### src/rtl/pcm_interp.sv
// pcm_interp: linear interpolator from a slow PCM sample stream to a
// per-clk_fast output word for a 1-bit modulator.
//
// Each accepted sample becomes the end point of a straight-line segment
// lasting N = 2^RATIO_LOG2 clk_fast cycles. The accumulator is re-anchored
// exactly on the segment start value at every segment boundary, so rounding
// error in the per-cycle step never accumulates across segments.
//
// Ports
//   clk_fast  in   single clock, rising edge
//   rst       in   asynchronous, active-high reset
//   s_data    in   IW-bit signed PCM sample
//   s_valid   in   s_data valid
//   s_ready   out  sample accepted on a rising edge when s_valid & s_ready
//   dout      out  W-bit offset-binary interpolated value (midscale 2^(W-1))
//   underrun  out  high for the single boundary cycle that found no sample
//
// state | meaning
// ------+--------------------------------------------------------------
// IDLE  | no sample seen since reset; output parked at midscale
// RUN   | interpolating; phase counts the position within the segment

module pcm_interp #(
    parameter int W          = 12,
    parameter int IW         = 16,
    parameter int RATIO_LOG2 = 8
) (
    input  logic          clk_fast,
    input  logic          rst,
    input  logic [IW-1:0] s_data,
    input  logic          s_valid,
    output logic          s_ready,
    output logic [W-1:0]  dout,
    output logic          underrun
);

    localparam int AW = IW + RATIO_LOG2 + 1;
    localparam logic [RATIO_LOG2-1:0] PH_LAST = '1;

    typedef enum logic {
        IDLE,
        RUN
    } state_t;

    state_t state, state_nxt;

    logic [IW-1:0]         nxt;
    logic                  nxt_full;
    logic [IW-1:0]         target;
    logic [IW:0]           step;
    logic [AW-1:0]         acc;
    logic [RATIO_LOG2-1:0] phase;

    logic          wrap;
    logic          accept;
    logic [IW:0]   step_new;
    logic [AW-1:0] anchor;
    logic [AW-1:0] step_ext;

    always_ff @(posedge clk_fast or posedge rst) begin
        if (rst) begin
            state <= IDLE;
        end else begin
            state <= state_nxt;
        end
    end

    always_comb begin
        state_nxt = state;
        wrap      = 1'b0;
        s_ready   = 1'b0;
        accept    = 1'b0;
        underrun  = 1'b0;
        case (state)
            IDLE: begin
                s_ready = ~rst;
                accept  = s_valid & s_ready;
                if (accept) begin
                    state_nxt = RUN;
                end
            end
            RUN: begin
                wrap     = (phase == PH_LAST);
                s_ready  = ~rst & (~nxt_full | wrap);
                accept   = s_valid & s_ready;
                underrun = wrap & ~nxt_full;
            end
            default: state_nxt = IDLE;
        endcase
    end

    // Difference is taken at IW+1 bits so a full-scale swing cannot wrap.
    assign step_new = {nxt[IW-1], nxt} - {target[IW-1], target};
    assign anchor   = {{(AW-IW){target[IW-1]}}, target} << RATIO_LOG2;
    assign step_ext = {{(AW-IW-1){step[IW]}}, step};

    always_ff @(posedge clk_fast or posedge rst) begin
        if (rst) begin
            nxt      <= '0;
            nxt_full <= 1'b0;
            target   <= '0;
            step     <= '0;
            acc      <= '0;
            phase    <= '0;
        end else begin
            // A fill on a boundary cycle overlaps the consume of the old entry.
            if (accept) begin
                nxt      <= s_data;
                nxt_full <= 1'b1;
            end else if (wrap) begin
                nxt_full <= 1'b0;
            end

            if (state == IDLE) begin
                // Start one cycle before a boundary so the first sample is
                // consumed immediately and ramps up from zero.
                if (accept) begin
                    phase <= PH_LAST;
                end
            end else begin
                phase <= phase + 1'b1;
                if (wrap) begin
                    acc <= anchor;
                    if (nxt_full) begin
                        step   <= step_new;
                        target <= nxt;
                    end else begin
                        step <= '0;
                    end
                end else begin
                    acc <= acc + step_ext;
                end
            end
        end
    end

    // Taking acc[IW-1+RATIO_LOG2:RATIO_LOG2] is the floor arithmetic shift;
    // inverting the sign bit converts two's complement to offset binary.
    assign dout = {~acc[IW-1+RATIO_LOG2], acc[IW-2+RATIO_LOG2 -: W-1]};

endmodule

### config.mk
export PLATFORM = sky130hd
export DESIGN_NAME = pcm_interp
export DESIGN_NICKNAME = d
export VERILOG_FILES = /design/src/rtl/pcm_interp.sv
export SDC_FILE = /design/constraint.sdc
export NUM_CORES = 1
export LEC_CHECK = 0
export CAP_MARGIN = 20
export CORE_MARGIN = 1
export CORE_UTILIZATION = 50
export CTS_CLUSTER_SIZE = 30
export DETAILED_ROUTE_END_ITERATION = 10
export PLACE_DENSITY = 0.7
export SLEW_MARGIN = 40
export SYNTH_ARGS = -nofsm -noshare
export SYNTH_HDL_FRONTEND = slang
export SYNTH_SLANG_ARGS = --single-unit
### constraint.sdc
create_clock -name clk_fast -period 4.8 [get_ports clk_fast]
set_input_delay 1.2 -clock clk_fast [delete_from_list [all_inputs] [get_ports clk_fast]]
set_output_delay 1.2 -clock clk_fast [all_outputs]
set_load 0.01 [all_outputs]
* After elaboration in Yosys (flattened, before gate mapping)
Cells that the tools add are included.
** Cells by class
- Shift-type cells :: 0
- Div/mod/pow operators :: 0
- Magnitude comparators :: 0
- $mul :: 0
- Add/subtract/negate cells :: 3
- Equality and inequality tests :: 1
- Reductions and logical operators :: 4
- Mux-type cells :: 12
- Bitwise logic cells :: 9
** Operator list (count)
- adder 25 bit :: 1
- two-way mux 25 bit :: 1
- two-way mux 17 bit :: 1
- subtractor 16 x 16 -> 17 bit :: 1
- two-way mux 8 bit :: 2
- adder 8 x 1 -> 8 bit, second input constant :: 1
- == test 8 bit, second input constant :: 1
- two-way mux 1 bit :: 6
- AND 1 bit :: 4
- NOT 1 bit :: 4
- one-hot mux 1 bit (2 select lines) :: 2
- nonzero test 2 bit :: 2
- AND reduction 3 bit :: 1
- AND reduction 2 bit :: 1
- OR 1 bit :: 1
** Storage, ports and cells
- Memory bits (writable) :: 0
- Latch bits :: 0
- Bits in read-only memories :: 0
- Memories kept :: 0
- Flip-flop bits (word level) :: 84
- Input port bits :: 19
- Output and inout port bits :: 14

* Depth between registers and ports, before layout
Gate-level depths: netlist (run 1).
- Word-level depth :: 7
- Mapped depth :: 11

* Least setup slack after synthesis (run 1)
Ideal clock, no wire load.
- Path type :: input to register
- Start :: input rst
- End :: register nxt[0]
- Path slack :: 602 ps
- Cell stages on the path :: 6
- Arrival time :: 4073 ps
- Path buffers :: 2
- Cell sequence :: inv_1 > nand2_1 > a21o_1 > buf_2 > buf_2 > mux2_2
** On the way
- Cells in the longest elaborated chain, start to end :: 4
** Ends and longest elaborated chain
- start, declared :: RTL line 29 : input logic rst,
- NOT 1 bit (*) :: RTL line 76, 84
- AND 1 bit :: RTL line 84 : s_ready = ~rst & (~nxt_full | wrap);
- AND 1 bit :: RTL line 85 : accept = s_valid & s_ready;
- one-hot mux 1 bit (2 select lines) (*) :: RTL line 74 : case (state)
- end signal, assigned :: RTL line 108 : nxt <= s_data;
- end, declared :: RTL line 47 : logic [IW-1:0] nxt;
Mark *: on every way between the ends. The rest lies on a longest branch, timed or not.
A chain may end at the register's enable or synchronous reset.

* Final worst setup path (run 1)
- Start :: register state
- End :: output underrun
** On the way
- Cells in the longest elaborated chain, start to end :: 1
** Ends and longest elaborated chain
- start, declared :: RTL line 45 : state_t state, state_nxt;
- start signal, assigned :: RTL line 64 : state <= state_nxt;
- two-way mux 1 bit :: RTL line 74
- end, declared :: RTL line 34 : output logic underrun
No other way between the ends.

==> flow_summary.toml, run 1 <==
[detailed_routing]
drtAntennaViolNets = 0
drt_iter0_drc = 214
wl_per_cell_um = 16.5
drcViolationCount = 0
vias = 3935
dr.pass1.iters = 4
routed_wl_um = 11300
via_per_inst = 5.78

[setup_path]
reg2reg_from = "state"
crit_arrival_ps = 2530
worstSetupPathType = "reg2out"
crit_path_start_kind = "register"
r2r_slack_ps = 1910
cp.required_ps = 3600
reg2reg_depth = 6
cp_max_fo = 34
r2r-end = "step[16]"
critPathCaptureType = "output pin"

[timing]
finalCritPeriodShare = 0.777
hold_viol = 0
fin_ws_ps = 1070
finClkSkew_ps = 8.58
relSlewSlack = 0.415
tns_ps = 0
period_needed_ps = 3730
slew_viol_final = 0
rsz0062_at_grt = "false"
tightest_slew_ps = 873
setup_viol = 0
fmax_mhz = 268

[floorplanning]
die_w_um = 104
die_h_um = 104
start_util = 0.525
rows = 36
fp.coreArea_um2 = 9910
boundaryPins = 33
dieArea_um2 = 10800

[cts]
clkSinkCount = 83
cts_root_buffer = "clkbuf_8"
clkLatencyLatePin_ps = 360
cts-htree-levels = 3
clkTransAtPathRegs_ps = 80
cts_tree = "built"
cts.path.max_buffers = 2
cts_buffers = 9
post_cts_buffers = 0
cts_hold_buf = 0
post_cts_resized = 0

[global_route]
grt_max_degree = 60
antenna_found_initial = 0
grt_usage = 0.225
grt_pass1_vias = 3900
gr-total-overflow = 0
grt_pass1_wl_um = 19200

[final_layout]
stdcell_count = 681
stdcell_area_um2 = 5850
nNetsFinal = 604
syn_to_final_growth_pct = 12.5
diodes = 0
drive_gt1_frac = 0.128
fillCellCount = 857

[logic_synthesis]
syn_inst = 521
yosys_warnings = 0
yosysSeqAreaShare = 0.399
ys_ff_latch = 83
synth_cell_types = 62
synth_ff_type = "dfrtp_1"
syn_area_per_cell_um2 = 9.99
synth_edf_count = 0
synthArstFlopShare = 1.00
synth_fp_nets = 582
syn_area_um2 = 5200

[placed_design]
pre_cts_ws_ps = 1280
dp_cells = 664
dpl.hpwl_um = 8330
gp_congestion = 0.886
portBuffers = 32
placed_cell_area_um2 = 5580

[worst_hold_path]
hold_depth = 2
min_from = "step[2]"
hp-class = "reg2reg"
holdPathEnd = "step[2]"

[power_and_ir_drop]
ir_worst_vdd_v = 0.000189
power.leakage_nw = 2.62
power.density_nw_per_um2 = 447

[outcome]
status = "completed"

[job]
drv_cap = 0
## how the worst max path moves through the flow
stage	slack (ps)	startpoint	cells after the start	to
final	1070	state	5	underrun
after global routing	930	state	5	underrun
after CTS	1050	state	5	underrun
after detailed placement	1280	rst	3	s_ready
after global placement	1290	rst	3	s_ready
after floorplan	600	rst	6	nxt[0]
## metrics by stage
stage | util | total power [mW] | hold WS, ps
after floorplan | - | 1.78 | 445
after global placement | 0.564 | 1.97 | 466
after detailed placement | 0.564 | 2.00 | 478
after CTS | 0.588 | 2.63 | 500
after global routing | 0.591 | 2.79 | 524
final | 0.591 | 2.62 | 502
## synthesized netlist by cell type (all sizes together), types with 2 or more instances
library cell / count / area, um2
a211o: 2 / 17.5
a211oi: 10 / 80.1
a21o: 10 / 77.6
a21oi: 36 / 180
a221o: 5 / 50.1
a22o: 7 / 61.3
a311oi: 2 / 17.5
a31oi: 6 / 52.6
and2: 3 / 20.0
and3: 3 / 18.8
buf: 16 / 108
clkbuf: 12 / 45.0
dfrtp: 83 / 2080
fa: 2 / 40.0
ha: 40 / 500
inv: 27 / 101
mux2: 31 / 349
nand2: 44 / 168
nand2b: 11 / 68.8
nand3: 13 / 65.1
nand4: 5 / 31.3
nor2: 27 / 101
nor2b: 2 / 12.5
nor3: 6 / 35.0
o211ai: 5 / 37.5
o21a: 7 / 52.6
o21ai: 28 / 148
o21bai: 4 / 33.8
o221ai: 12 / 105
o22ai: 2 / 12.5
o31ai: 9 / 72.6
or2: 2 / 12.5
or3: 2 / 12.5
xnor2: 14 / 123
xor2: 17 / 149
## flip-flops by register name (all words and copies together), names as in the netlist
register / flops
acc: 24
step: 17
nxt_full: 1
state: 1
target: 16
nxt: 16
phase: 8
## cells by family (layout without fill, tap and decap cells)
family | Yosys count | count (layout) | share of synthesized area
compound gates | 154 | 154 | 0.214
buf+inv | 56 | 83 | 0.0495
simple gates | 123 | 123 | 0.113
fa+ha+maj | 42 | 42 | 0.104
flops | 83 | 83 | 0.399
xor+xnor | 31 | 31 | 0.0522
mux | 32 | 32 | 0.0690
## worst max-delay path, cell delays in order, from the launching register on
cell and delay, ps:
dfrtp_1 700, nand2_1 190, or3_1 350, buf_4 250, nor2_1 120, clkdlybuf4s50_1 540
## routing by layer
layer | wire (um) | vias to the layer above | track usage
met5 | 0 | - | 0
met2 | 5280 | 87 | 0.361
met1 | 5250 | 1897 | 0.307
met4 | 138 | 0 | 0.0878
li1 | - | 1941 | -
met3 | 596 | 10 | 0.0313
## final cells by class
type                            count  area, um2  area share
Tap cell                          133        166      0.0284
Clock inverter                      4       97.6      0.0167
Inverter                           28        106      0.0182
Sequential cell                    83       2080       0.355
Timing Repair Buffer               39        393      0.0671
Clock buffer                       12        145      0.0248
Multi-Input combinational cell    382       2870       0.490
## where the power goes
group,internal (mW),leakage [nW],switching (mW),total [mW]
Clock,0.361,0.117,0.256,0.616
Combinational,0.518,1.45,0.536,1.05
Sequential,0.837,1.06,0.111,0.947
## cell usage in the layout (no fill, tap or decap), types with 11 or more instances in the layout
cell	n
ha_1	40
nand2_1	43
mux2_2	31
o221ai_1	12
o21ai_0	24
nand3_1	13
clkdlybuf4s50_1	32
a21oi_1	36
nand2b_1	11
dfrtp_1	83
xnor2_1	14
inv_1	26
nor2_1	27
xor2_1	17
Note: power is estimated with default switching activity, not from simulation.
==> run 2, diff against run 1 <==
- PLACE_DENSITY: 0.7 -> 0.73
- clock period: 4.8 -> 3.1 ns (I/O delays scaled with it)
==> run 2 against run 1 <==
Die area stayed put. Power increased by 54%. Critical path depth stayed put. Global-route usage down 0.094 points. Highest routed layer unchanged. Worst hold slack worse by 8.7 ps. Cell area is 0.11% lower. Combinational power increased by 56%. Clock skew is 0.87 ps higher. Routed wire length rose by 1.2%. First-iteration DRC count is 3.3% higher.
==> flow_summary.toml, run 2 (synthesis gave the netlist of run 1 again) <==
[final_layout]
final_common_cell = "dfrtp_1"
nNetsFinal = 605
largest_reg_flops = 24
fillCellCount = 847
top_register = "acc"
stdcell_count = 682
reg_top3 = "acc: 24 flops, step: 17 flops"
drive_gt1_frac = 0.133
syn_to_final_growth_pct = 12.4
diodes = 0
final_cell_mix = "dfrtp_1, nand2_1, ha_1, a21oi_1, clkdlybuf4s50_1"

[placed_design]
pre_cts_ws_ps = 348
portBuffers = 32
gp_congestion = 0.864
dp_cells = 666
dpl.hpwl_um = 8320

[outcome]
status = "completed"

[timing]
setup_viol = 0
period_needed_ps = 2890
rsz0062_at_grt = "false"
tightest_slew_ps = 634
hold_viol = 0
holdWs_ps = 493
fin_ws_ps = 214
slew_viol_final = 0
finClkSkew_ps = 9.46
relSlewSlack = 0.577
tns_ps = 0
finalCritPeriodShare = 0.931
fmax_mhz = 347

[global_route]
grt_pass1_wl_um = 19100
grt_pass1_vias = 3893
antenna_found_initial = 0
grt_usage = 0.224
gr-total-overflow = 0
grt_max_degree = 84

[setup_path]
crit_arrival_ps = 2110
cp_max_fo = 4
critPathMaxStageDelay_ps = 540
cp_top_family = "simple AND/OR/NAND/NOR gates"
critPathCaptureType = "output pin"
cp.required_ps = 2320
critPathBufInv = 1
critical_path.slowest_cell = "clkdlybuf4s50_1"
crit_path_start_kind = "register"
path_cells = "ha_1 > nand2_1 > or3_1 > nor2_1 > clkdlybuf4s50_1"
worstSetupPathType = "reg2out"

[power_and_ir_drop]
ir_worst_vdd_v = 0.000317
power.density_nw_per_um2 = 689
power.leakage_nw = 2.62

[cts]
post_cts_resized = 0
clkSinkCount = 83
clkTransAtPathRegs_ps = 80
cts_buffers = 9
cts_tree = "built"
cts.path.max_buffers = 2
clkLatencyLatePin_ps = 370
cts_hold_buf = 0
cts_root_buffer = "clkbuf_8"
cts-htree-levels = 3
post_cts_buffers = 0

[detailed_routing]
top_layer = "met4"
wl_per_cell_um = 16.7
routed_wl_um = 11400
wl_met2_um = 5430
drt-met1-wl_um = 5090
drtAntennaViolNets = 0
vias = 4032
wl_met3_um = 616
via_per_inst = 5.91
drt_iter0_drc = 221
drcViolationCount = 0
dr.pass1.iters = 4

[floorplanning]
fp.coreArea_um2 = 9910
die_w_um = 104
rows = 36
dieArea_um2 = 10800
die_h_um = 104
start_util = 0.525
boundaryPins = 33

[job]
drv_cap = 0

[worst_hold_path]
hp-class = "reg2reg"
-- run 2: worst paths after layout --
check,to,slack [ps],startpoint,cells past startpoint
max reg2reg,step[14],300,nxt[0],11
max in group asynchronous,acc[14],1640,rst,3
max,underrun,210,phase[0],5
min,phase[7],490,phase[7],1
min in group asynchronous,phase[6],1020,rst,3
min reg2reg,phase[7],490,phase[7],1
-- run 2: power breakdown --
| part | switching (mW) | internal [mW] | total (mW) |
|---|---|---|---|
| Combinational | 0.838 | 0.802 | 1.64 |
| Clock | 0.398 | 0.522 | 0.920 |
| Sequential | 0.172 | 1.30 | 1.47 |
-- run 2: stage by stage --
step	utilization	instance area, um2	total power, mW
2_1_floorplan	-	5220	2.75
3_3_place_gp	0.566	5600	3.04
3_5_place_dp	0.566	5610	3.10
4_1_cts	0.590	5850	4.03
5_1_grt	0.590	5850	4.29
6_report	0.590	5850	4.03
-- run 2: area by class of cell --
class / instances / area [um2] / share of cell area
Multi-Input combinational cell: 382 / 2870 / 0.491
Sequential cell: 83 / 2080 / 0.355
Timing Repair Buffer: 40 / 387 / 0.0661
Clock buffer: 13 / 169 / 0.0289
Tap cell: 133 / 166 / 0.0285
Inverter: 28 / 109 / 0.0186
Clock inverter: 3 / 68.8 / 0.0118
-- run 2: per-layer routing --
metal,vias up,track usage
li1,1944,-
met1,1959,0.299
met2,104,0.361
met3,25,0.0345
met4,0,0.0949
met5,-,0
